$ cat src/rtl/alu_issue.sv
// alu_issue -- ID/EX issue stage in front of the execute-stage ALU.
//
// Decodes one RV32I instruction per accepted transfer into an ALU
// operation code plus its two 32-bit operands, and registers the result
// behind a valid/ready handshake. A main register (M) drives the outputs
// and a one-entry skid register (S) absorbs the single extra transfer
// that can arrive while in_ready is still high during a stall. This keeps
// in_ready registered without losing throughput.
//
// Ports:
//   clk, rst_n        clock, asynchronous active-low reset
//   flush             synchronous kill of held and incoming instructions
//   in_valid/ready    upstream handshake (in_ready is a register)
//   in_instr, in_pc   raw instruction and its PC
//   in_rs1/rs2_data   register-file read values
//   out_valid/ready   downstream handshake
//   alu_ctrl          ALU operation code
//   alu_datain1/2     ALU operands
//   out_rd            destination register (instr[11:7])
//   out_wb_en         result is written back (OP, OP-IMM, LUI, AUIPC)
//   out_branch        conditional branch
//   out_funct3        instr[14:12], passed through
//   out_illegal       unsupported opcode/funct combination
`timescale 1ns/1ps

module alu_issue (
  input  logic        clk,
  input  logic        rst_n,
  input  logic        flush,
  input  logic        in_valid,
  output logic        in_ready,
  input  logic [31:0] in_instr,
  input  logic [31:0] in_pc,
  input  logic [31:0] in_rs1_data,
  input  logic [31:0] in_rs2_data,
  output logic        out_valid,
  input  logic        out_ready,
  output logic [3:0]  alu_ctrl,
  output logic [31:0] alu_datain1,
  output logic [31:0] alu_datain2,
  output logic [4:0]  out_rd,
  output logic        out_wb_en,
  output logic        out_branch,
  output logic [2:0]  out_funct3,
  output logic        out_illegal
);

  // ALU operation codes, shared with the alu block.
  localparam logic [3:0] ALU_ADD  = 4'd0;
  localparam logic [3:0] ALU_SUB  = 4'd1;
  localparam logic [3:0] ALU_SLL  = 4'd2;
  localparam logic [3:0] ALU_SLT  = 4'd3;
  localparam logic [3:0] ALU_SLTU = 4'd4;
  localparam logic [3:0] ALU_XOR  = 4'd5;
  localparam logic [3:0] ALU_SRL  = 4'd6;
  localparam logic [3:0] ALU_SRA  = 4'd7;
  localparam logic [3:0] ALU_OR   = 4'd8;
  localparam logic [3:0] ALU_AND  = 4'd9;

  localparam logic [6:0] OPC_OP     = 7'b0110011;
  localparam logic [6:0] OPC_OPIMM  = 7'b0010011;
  localparam logic [6:0] OPC_LUI    = 7'b0110111;
  localparam logic [6:0] OPC_AUIPC  = 7'b0010111;
  localparam logic [6:0] OPC_BRANCH = 7'b1100011;
  localparam logic [6:0] OPC_LOAD   = 7'b0000011;
  localparam logic [6:0] OPC_STORE  = 7'b0100011;

  localparam logic [6:0] FUNCT7_ALT = 7'b0100000;

  // Decoded fields carried through M and S. All-zero is the reset value
  // (ALU_ADD is zero), so one '0 clears the whole entry.
  typedef struct packed {
    logic        illegal;
    logic [2:0]  funct3;
    logic        branch;
    logic        wb_en;
    logic [4:0]  rd;
    logic [31:0] d2;
    logic [31:0] d1;
    logic [3:0]  ctrl;
  } issue_t;

  // ---------------------------------------------------------------------
  // Decode (combinational, input side)
  // ---------------------------------------------------------------------
  logic [6:0]  opcode;
  logic [2:0]  funct3;
  logic [6:0]  funct7;
  logic [31:0] imm_i;
  logic [31:0] imm_s;
  logic [31:0] imm_u;
  logic [31:0] shamt;
  logic [3:0]  base_ctrl;
  issue_t      dec;

  assign opcode = in_instr[6:0];
  assign funct3 = in_instr[14:12];
  assign funct7 = in_instr[31:25];
  assign imm_i  = {{20{in_instr[31]}}, in_instr[31:20]};
  assign imm_s  = {{20{in_instr[31]}}, in_instr[31:25], in_instr[11:7]};
  assign imm_u  = {in_instr[31:12], 12'b0};
  assign shamt  = {27'b0, in_instr[24:20]};

  // funct3 map shared by OP and OP-IMM; the SUB/SRA alternates are
  // layered on top per opcode.
  always_comb begin
    base_ctrl = ALU_ADD;
    case (funct3)
      3'b000: base_ctrl = ALU_ADD;
      3'b001: base_ctrl = ALU_SLL;
      3'b010: base_ctrl = ALU_SLT;
      3'b011: base_ctrl = ALU_SLTU;
      3'b100: base_ctrl = ALU_XOR;
      3'b101: base_ctrl = ALU_SRL;
      3'b110: base_ctrl = ALU_OR;
      default: base_ctrl = ALU_AND;
    endcase
  end

  always_comb begin
    dec        = '0;
    dec.rd     = in_instr[11:7];
    dec.funct3 = funct3;
    case (opcode)
      OPC_OP: begin
        dec.d1    = in_rs1_data;
        dec.d2    = in_rs2_data;
        dec.wb_en = 1'b1;
        dec.ctrl  = base_ctrl;
        if (funct7 == FUNCT7_ALT) begin
          if (funct3 == 3'b000) begin
            dec.ctrl = ALU_SUB;
          end else if (funct3 == 3'b101) begin
            dec.ctrl = ALU_SRA;
          end else begin
            dec.illegal = 1'b1;
          end
        end else if (funct7 != 7'b0) begin
          dec.illegal = 1'b1;
        end
      end
      OPC_OPIMM: begin
        dec.d1    = in_rs1_data;
        dec.d2    = imm_i;
        dec.wb_en = 1'b1;
        dec.ctrl  = base_ctrl;
        // Shifts take only the 5-bit shamt; the upper immediate bits
        // act as funct7 and must be a recognised pattern.
        if (funct3 == 3'b001) begin
          dec.d2      = shamt;
          dec.illegal = (funct7 != 7'b0);
        end else if (funct3 == 3'b101) begin
          dec.d2      = shamt;
          dec.ctrl    = in_instr[30] ? ALU_SRA : ALU_SRL;
          dec.illegal = (funct7 != 7'b0) && (funct7 != FUNCT7_ALT);
        end
      end
      OPC_LUI: begin
        dec.d2    = imm_u;
        dec.wb_en = 1'b1;
      end
      OPC_AUIPC: begin
        dec.d1    = in_pc;
        dec.d2    = imm_u;
        dec.wb_en = 1'b1;
      end
      OPC_BRANCH: begin
        dec.d1     = in_rs1_data;
        dec.d2     = in_rs2_data;
        dec.branch = 1'b1;
        case (funct3[2:1])
          2'b00:   dec.ctrl = ALU_SUB;   // BEQ/BNE compare via difference
          2'b10:   dec.ctrl = ALU_SLT;   // BLT/BGE
          2'b11:   dec.ctrl = ALU_SLTU;  // BLTU/BGEU
          default: dec.illegal = 1'b1;
        endcase
      end
      OPC_LOAD: begin
        dec.d1 = in_rs1_data;
        dec.d2 = imm_i;
      end
      OPC_STORE: begin
        dec.d1 = in_rs1_data;
        dec.d2 = imm_s;
      end
      default: begin
        dec.illegal = 1'b1;
      end
    endcase
  end

  // ---------------------------------------------------------------------
  // Main + skid buffering
  // ---------------------------------------------------------------------
  issue_t m_data;
  issue_t s_data;
  logic   m_valid;
  logic   s_valid;
  logic   m_valid_next;
  logic   s_valid_next;
  logic   m_load_in;
  logic   m_load_s;
  logic   s_load_in;
  logic   accept;
  logic   m_free;

  assign accept = in_valid & in_ready;
  assign m_free = ~m_valid | out_ready;  // M empty or draining this edge

  // in_ready is ~s_valid, so accept and s_valid are never both high: an
  // occupied S always refills M before any new input is taken.
  always_comb begin
    m_valid_next = m_valid;
    s_valid_next = s_valid;
    m_load_in    = 1'b0;
    m_load_s     = 1'b0;
    s_load_in    = 1'b0;
    if (flush) begin
      m_valid_next = 1'b0;
      s_valid_next = 1'b0;
    end else if (m_free) begin
      if (s_valid) begin
        m_load_s     = 1'b1;
        m_valid_next = 1'b1;
        s_valid_next = 1'b0;
      end else begin
        m_load_in    = accept;
        m_valid_next = accept;
      end
    end else if (accept) begin
      s_load_in    = 1'b1;
      s_valid_next = 1'b1;
    end
  end

  always_ff @(posedge clk or negedge rst_n) begin
    if (!rst_n) begin
      m_valid  <= 1'b0;
      s_valid  <= 1'b0;
      in_ready <= 1'b1;
      m_data   <= '0;
      s_data   <= '0;
    end else begin
      m_valid  <= m_valid_next;
      s_valid  <= s_valid_next;
      in_ready <= ~s_valid_next;
      if (m_load_s) begin
        m_data <= s_data;
      end else if (m_load_in) begin
        m_data <= dec;
      end
      if (s_load_in) begin
        s_data <= dec;
      end
    end
  end

  assign out_valid   = m_valid;
  assign alu_ctrl    = m_data.ctrl;
  assign alu_datain1 = m_data.d1;
  assign alu_datain2 = m_data.d2;
  assign out_rd      = m_data.rd;
  assign out_wb_en   = m_data.wb_en;
  assign out_branch  = m_data.branch;
  assign out_funct3  = m_data.funct3;
  assign out_illegal = m_data.illegal;

endmodule

$ cat config.mk
export PLATFORM = sky130hd
export DESIGN_NAME = alu_issue
export DESIGN_NICKNAME = d
export VERILOG_FILES = /design/src/rtl/alu_issue.sv
export SDC_FILE = /design/constraint.sdc
export NUM_CORES = 1
export LEC_CHECK = 0
export CORE_ASPECT_RATIO = 1.5
export CORE_UTILIZATION = 65
export DETAILED_ROUTE_END_ITERATION = 10
export DONT_BUFFER_PORTS = 1
export PLACE_DENSITY = 0.86
export REMOVE_ABC_BUFFERS = 1
export SETUP_SLACK_MARGIN = 0.15
export SYNTH_ARGS = -nofsm -noshare
export SYNTH_HDL_FRONTEND = slang
export SYNTH_SLANG_ARGS = --single-unit
$ cat constraint.sdc
create_clock -name clk -period 4.5 [get_ports clk]
set_input_delay 0.9 -clock clk [delete_from_list [all_inputs] [get_ports clk]]
set_output_delay 0.9 -clock clk [all_outputs]
set_load 0.01 [all_outputs]
## Word level (Yosys, flattened, before mapping)

Cells that the tools add are included.

| storage, ports and cells | value |
|---|---|
| logic and storage cells | 92 |
| flip-flop bits (word level) | 161 |

| operators by class | value |
|---|---|
| equal/unequal tests | 17 |
| mux-type cells | 40 |
| bitwise operators | 4 |
| reductions and logical operators | 12 |

Operators with widths:

| cell | number |
|---|---|
| $pmux W32 S5 | 1 |
| $mux W79 | 2 |
| $mux W32 | 2 |
| $pmux W32 S2 | 1 |
| $eq A7 B6 Y1 const B | 4 |
| $pmux W4 S7 | 1 |
| $mux W1 | 25 |
| $mux W4 | 5 |
| $eq A7 B5 Y1 const B | 2 |
| $pmux W4 S3 | 1 |
| $eq A3 B3 Y1 const B | 3 |
| $pmux W3 S3 | 1 |
| $reduce_or A4 Y1 | 2 |
| $eq A7 B2 Y1 const B | 1 |
| $eq A7 B7 Y1 const B | 1 |
| $ne A7 B6 Y1 const B | 1 |
| $reduce_bool A7 Y1 | 1 |
| $eq A3 B2 Y1 const B | 2 |
| $reduce_or A5 Y1 | 1 |
| $eq A2 B2 Y1 const B | 2 |
| $pmux W1 S4 | 1 |
| $reduce_bool A2 Y1 | 2 |
| $reduce_or A2 Y1 | 2 |
| $eq A3 B1 Y1 const B | 1 |
| 7 further kinds | 8 |

## Logic depth before layout (Yosys ltp)

Gate-level depths: netlist (run 1).

| logic depth | value |
|---|---|
| word-level depth | 8 |
| gate-level depth with buffers | 8 |
| depth with buffers taken out | 5 |

## Worst setup path after synthesis (run 1)

Ideal clock, no wire load.

| path | value |
|---|---|
| path kind | input to register |
| start | input in_instr[12] |
| end | register s_data[56] in the netlist's numbering |
| slack | 2.249 ns |
| data arrival time | 2.124 ns |
| stages | 8 |
| cells stage by stage | buf_2 -> and2b_1 -> o21ai_0 -> and3b_1 -> buf_6 -> a21oi_4 -> buf_2 -> a21oi_1 |

| on the way | value |
|---|---|
| word-level cells in the longest chain between the ends | 4 |
| elaborated cells between the ends (all ways) | 5 |
| classes of those cells | eq/ne: 2; mux: 3 |

Ends and longest elaborated chain:

| item | RTL line | RTL |
|---|---|---|
| start, declared | 32 | `input logic [31:0] in_instr,` |
| $eq A3 B3 Y1 | 152 | `end else if (funct3 == 3'b101) begin` |
| $mux W32 | 152 |  |
| $mux W32 (*) | 149 | `if (funct3 == 3'b001) begin` |
| $pmux W32 S5 (*) | 124 | `case (opcode)` |
| end signal, assigned | 242 | `s_data <= '0;` |
| end signal, assigned | 253 | `s_data <= dec;` |
| end, declared | 196 | `issue_t s_data;` |

Every way passes the cells marked *; elsewhere a longest branch is shown, timed or not.
A chain may end at the register's enable or synchronous reset.

## Worst setup path after layout (run 1)

| path | value |
|---|---|
| start | register in_ready |
| end | register m_data, in the netlist alu_datain2[11] |

| on the way | value |
|---|---|
| word-level cells in the longest chain between the ends | 5 |

Ends and longest elaborated chain:

| item | RTL line | RTL |
|---|---|---|
| start, declared | 31 | `output logic in_ready,` |
| start signal, assigned | 246 | `in_ready <= ~s_valid_next;` |
| $and A1 B1 Y1 | 207 | `assign accept = in_valid & in_ready;` |
| $mux W1 | 222 | `if (s_valid) begin` |
| $mux W1 | 221 | `end else if (m_free) begin` |
| $mux W1 | 218 | `if (flush) begin` |
| $reduce_bool A2 Y1 (no line) | n/a |  |
| end signal, assigned | 248 | `m_data <= s_data;` |
| end, declared | 195 | `issue_t m_data;` |

Every way passes these cells.

==> results of run 1 <==
-- kinds of logic after synthesis --
family / share of synthesized area [%]
buffers and inverters: 5.001
AO/OA/AOI/OAI: 19.51
AND/OR/NAND/NOR: 20.82
XOR/XNOR: 0.2281
multiplexers: 1.971
flip-flops: 52.47
-- critical path: stages, from the launching register on --
cell and delay (ns):
dfstp_2 0.60, a21oi_1 0.16, nor3_4 0.25, nand2_1 0.07, buf_4 0.27, a21oi_2 0.82
a211oi_1 0.22
-- layout make-up --
class                   instances  area [µm²]  share of cell area [%]
multi-input cells             591        3309                   40.22
clock buffers                  19       452.9                   5.504
repair buffers                  8       60.06                  0.7298
clock inverters                13       173.9                   2.113
well taps                     150       187.7                   2.281
flip-flops and latches        161        4030                   48.97
inverters                       4       15.01                  0.1825
-- synthesized netlist by cell type, drive strengths merged --
master	n
a211o	1
a211oi	21
a21oi	50
a22oi	57
a2bb2oi	5
a311o	1
a31oi	7
a32oi	1
and2	1
and2b	1
and3	2
and3b	2
buf	26
clkbuf	49
dfrtp	160
dfstp	1
inv	4
mux2	1
mux2i	14
nand2	131
nand2b	5
nand3	70
nand3b	1
nand4	1
nor2	67
nor2b	6
nor3	27
nor4	2
nor4bb	1
o211ai	2
o21a	3
o21ai	36
o22ai	14
o31ai	28
o41ai	1
or3	30
xnor2	1
xor2	1
-- state kept, by name, summed over array words and instances, names as in the netlist --
register	count
out_branch	1
out_illegal	1
alu_ctrl	4
in_ready	1
out_funct3	3
s_data	79
out_valid	1
alu_datain1	32
out_wb_en	1
s_valid	1
out_rd	5
alu_datain2	32
-- how the worst min path moves through the flow --
stage | slack (ns) | startpoint | end
3_3_place_gp | 0.45 | s_data[39] | s_data[39]
2_1_floorplan | 0.44 | s_data[39] | s_data[39]
5_1_grt | 0.15 | rst_n | alu_datain1[20]
3_5_place_dp | 0.46 | s_data[40] | s_data[40]
6_report | 0.17 | rst_n | s_data[4]
4_1_cts | 0.16 | rst_n | s_data[24]
-- metal layers --
| metal | vias up | global-route usage (%) | share of wire [%] |
|---|---|---|---|
| li1 | 2884 | - | - |
| met1 | 3130 | 37.84 | 36 |
| met2 | 360 | 55.47 | 52 |
| met3 | 51 | 8.361 | 8.7 |
| met4 | 0 | 16.22 | 2.9 |
| met5 | - | 0 | 0 |
-- power groups by stage --
stage               sequential (mW)  combinational (mW)  clock [mW]
floorplan                      1.75               0.235           0
global placement               1.78               0.283           0
detailed placement             1.79               0.304           0
CTS                            1.76               0.305        1.53
global route                   1.78               0.346        1.58
finish                         1.76               0.306        1.51
==> results.toml, run 1 <==
[setup_path]
start_kind = "flop"
cp.required_ns = 4.74
cp-endpoint = "alu_datain2[11]"
reg2regPathDepth = 6
worstPathArrival_ns = 2.83
critPathKind = "reg2reg"
crit_fanout = 40
worst_r2r_endpoint = "alu_datain2[11]"
r2r_start = "in_ready"
cp-startpoint = "in_ready"
endpoint_kind = "flop"
r2r_slack_ns = 1.91

[floorplanning]
die_area_um2 = 12260
io_pins = 214
start_util_pct = 66.61
die_x_um = 90.76
die_y_um = 135.1
core_area_um2 = 11530
placementRows = 48

[clock_network]
holdBufCountCts = 0
clockRootBuffer = "clkbuf_16"
cts_resized = 0
clk_pin_slew_ns = 0.07
cts_max_level = 4
clock_path_buffers = 2
cts_setup_buffers = 0
numCtsBuffers = 17
cts_tree = "done"
clkSinkCount = 161
clock_latency_ns = 0.42

[final_layout]
layout_common_cells = "dfrtp_1, nand2_1, nand3_1"
fin_cells = 946
drive_above_1_share_pct = 7.035
fin_nets = 916
diodes = 0
final_common_cell = "dfrtp_1"
fin_util_pct = 71.37
area_growth_pct = 7.135
fill_cells = 882
final_area_um2 = 8229

[run_status]
status = "complete, no violations"

[synth]
synth_area_leader_cell = "dfrtp_1"
seq_area_frac_synth_pct = 52.47
synth_area_leaders = "dfrtp_1, nand2_1, a22oi_1, nand3_1, nor2_1"
netlist_area_um2 = 7681
synthDistinctLibCells = 48
synth_top_cell_area_share_pct = 52.13
yosys_warnings = 0
synthCells = 831
ys_seq_elements = 161
avgSynthCellArea_um2 = 9.243

[placement]
dp_hpwl_um = 12360
dpl-instance-area_um2 = 7602
dp_cells = 914
gp_congestion = 0.8244
io_buffers = 0
place_ws_ns = 1.575

[sta]
worst_pin_slew_ns = 1.204
worst_slack_ns = 1.914
rsz0062_at_grt = "false"
finalSetupViolCount = 0
tns_ns = 0
skew_ns = 0.008322
post-route-period-util_pct = 57.46
whs_ns = 0.1709
clock.fmax_mhz = 386.7
hold_viol = 0
slew_headroom_pct = 19.54
min_period_ns = 2.586
slew_violations = 0

[grt]
grt_pass1_wl_um = 31270
grt_usage_pct = 32.45
overflow = 0
grt_max_degree = 162
first_global_vias = 6368
antenna_found_initial = 0

[power]
ir_drop_uv = 274.2
swShare_pct = 26.14
combPwrFrac_pct = 8.5
seq_power_share_pct = 49.3
p_total_mw = 3.580
leakagePower_nw = 3.465
p_int_mw = 2.644
p_sw_mw = 0.9357
power_density_nw_per_um2 = 435.1
power_frac_clock_pct = 42.2

[routing]
drt-initial-drc-count = 512
drc_errors = 0
dr.pass1.iters = 6
ant_nets = 0
wl_per_cell_um = 20.66
finalWirelength_um = 19540
vias = 6425
via_per_inst = 6.792

[min_path]
hold_class = "in2async"

[run]
cap_viol_max_count = 0
Note: power is estimated with default switching activity, not from simulation.
==> run 2, diff against run 1 <==
--- a/config.mk
+++ b/config.mk
@@ -6,10 +6,10 @@
 export NUM_CORES = 1
 export LEC_CHECK = 0
 export CORE_ASPECT_RATIO = 1.5
-export CORE_UTILIZATION = 65
+export CORE_UTILIZATION = 64
 export DETAILED_ROUTE_END_ITERATION = 10
 export DONT_BUFFER_PORTS = 1
-export PLACE_DENSITY = 0.86
+export PLACE_DENSITY = 0.85
 export REMOVE_ABC_BUFFERS = 1
 export SETUP_SLACK_MARGIN = 0.15
 export SYNTH_ARGS = -nofsm -noshare
==> constraint.sdc (replaced) <==
create_clock -name clk -period 2.5 [get_ports clk]
set_input_delay 0.5 -clock clk [delete_from_list [all_inputs] [get_ports clk]]
set_output_delay 0.5 -clock clk [all_outputs]
set_load 0.01 [all_outputs]
==> results.toml, run 2 (same netlist as run 1, synthesis figures left out) <==
[final_layout]
fin_util_pct = 71.30
diodes = 0
final_common_cell = "dfrtp_1"
regMostFlops = "s_data"
drive_above_1_share_pct = 8.416
final_area_um2 = 8264
fin_cells = 958
fin_nets = 928
largest_reg_flops = 79
layout_common_cells = "dfrtp_1, nand2_1, nand3_1"
area_growth_pct = 7.591

[floorplanning]
placementRows = 48
die_x_um = 91.45
io_pins = 214
die_area_um2 = 12450
die_y_um = 136.2
start_util_pct = 66.27
core_area_um2 = 11590

[power]
p_sw_mw = 1.674
leakagePower_nw = 3.491
ir_drop_uv = 549.5
seq_power_share_pct = 51.2
p_int_mw = 4.532
combPwrFrac_pct = 9.0
power_frac_clock_pct = 39.8
power_density_nw_per_um2 = 750.9
p_total_mw = 6.206
swShare_pct = 26.97

[clock_network]
cts_tree = "done"
clk_pin_slew_ns = 0.06
numCtsBuffers = 17
clock_latency_ns = 0.41
clockRootBuffer = "clkbuf_16"
clkSinkCount = 161
cts_setup_buffers = 0
clock_path_buffers = 2
cts_max_level = 4
cts_resized = 0

[sta]
skew_ns = 0.005170
worst_pin_slew_ns = 1.023
whs_ns = -0.2204
clock.fmax_mhz = 452.0
slew_violations = 0
tns_ns = 0
post-route-period-util_pct = 88.50
hold_viol = 160
finalSetupViolCount = 0
rsz0062_at_grt = "false"
slew_headroom_pct = 31.79
min_period_ns = 2.212

[placement]
dpl-instance-area_um2 = 7692
gp_congestion = 0.8432
io_buffers = 0
dp_hpwl_um = 12820
dp_cells = 926

[setup_path]
endpoint_kind = "flop"
max_stage_delay_ns = 0.77
start_kind = "flop"
slowest_stage = "a21oi_2"
worst_r2r_endpoint = "alu_datain2[27]"
crit_buf_inv = 0
reg2regPathDepth = 5
critPathTopFamily = "compound AO/OA/AOI/OAI gates"
crit_chain = "a21oi_1 -> nor3_4 -> nand2_1 -> a21oi_2 -> a211oi_1"
r2r_slack_ns = 0.29
r2r_start = "in_ready"
worstPathArrival_ns = 2.46
crit_fanout = 20
critPathKind = "reg2reg"
cp.required_ns = 2.75

[routing]
finalWirelength_um = 19360
vias = 6426
via_per_inst = 6.708
wl_per_cell_um = 20.21
dr.pass1.iters = 5
drt-initial-drc-count = 550
drc_errors = 0
ant_nets = 0

[grt]
grt_max_degree = 162
first_global_vias = 6387
grt_pass1_wl_um = 31070
overflow = 0
grt_usage_pct = 31.87
antenna_found_initial = 0

[run_status]
violations = "hold timing"
status = "complete, but fails checks"

[min_path]
hold_class = "in2async"

[run]
cap_viol_max_count = 0
## run 2: worst max-delay path by stage
stage,slack [ns],from,endpoint,depth (start not counted)
global placement,0.40,in_ready,alu_datain2[17],5
global route,0.16,in_ready,alu_datain2[29],5
finish,0.29,in_ready,alu_datain2[27],5
floorplan,-2.48,in_ready,alu_datain2[11],5
CTS,0.29,in_ready,alu_datain2[27],5
detailed placement,0.29,in_ready,alu_datain2[23],5
## run 2: layer usage
layer  track usage (%)  vias to the layer above  routed length [µm]
met5                 0                        -                   0
met1             36.76                     3117                7077
met2             54.09                      359                9999
met4             15.61                        0                 547
met3             9.452                       47                1735
li1                  -                     2903                   -
## run 2: area by class of cell
cell class                 count  area [µm²]
clock buffer                  18       439.2
clock inverter                14       132.6
fill                         879        3327
inverter                       4       15.01
multi-input combinational    591        3309
sequential                   161        4030
tap                          150       187.7
timing repair buffer          20       150.1
## run 2: power by group through the flow
stage          combinational, mW  clock (mW)  sequential, mW
4_1_cts                    0.561        2.52            3.17
6_report                   0.559        2.47            3.18
2_1_floorplan              0.423           0            3.14
3_5_place_dp               0.556           0            3.22
3_3_place_gp               0.519           0            3.20
5_1_grt                    0.632        2.61            3.20
## run 2: worst register-to-register path, delay by kind of cell (launching register included)
family	cells	cell delay, ns
AO/OA/AOI/OAI	3	1.14
AND/OR/NAND/NOR	2	0.31
flip-flops	1	0.61
## run 2: metrics by stage
stage / setup slack, ns / hold slack [ns]
final: 0.2876 / -0.2204
after detailed placement: 0.2943 / 0.2079
after CTS: 0.2886 / -0.2336
after floorplan: -2.479 / 0.2044
after global placement: 0.3978 / 0.2077
after global routing: 0.1583 / -0.2432
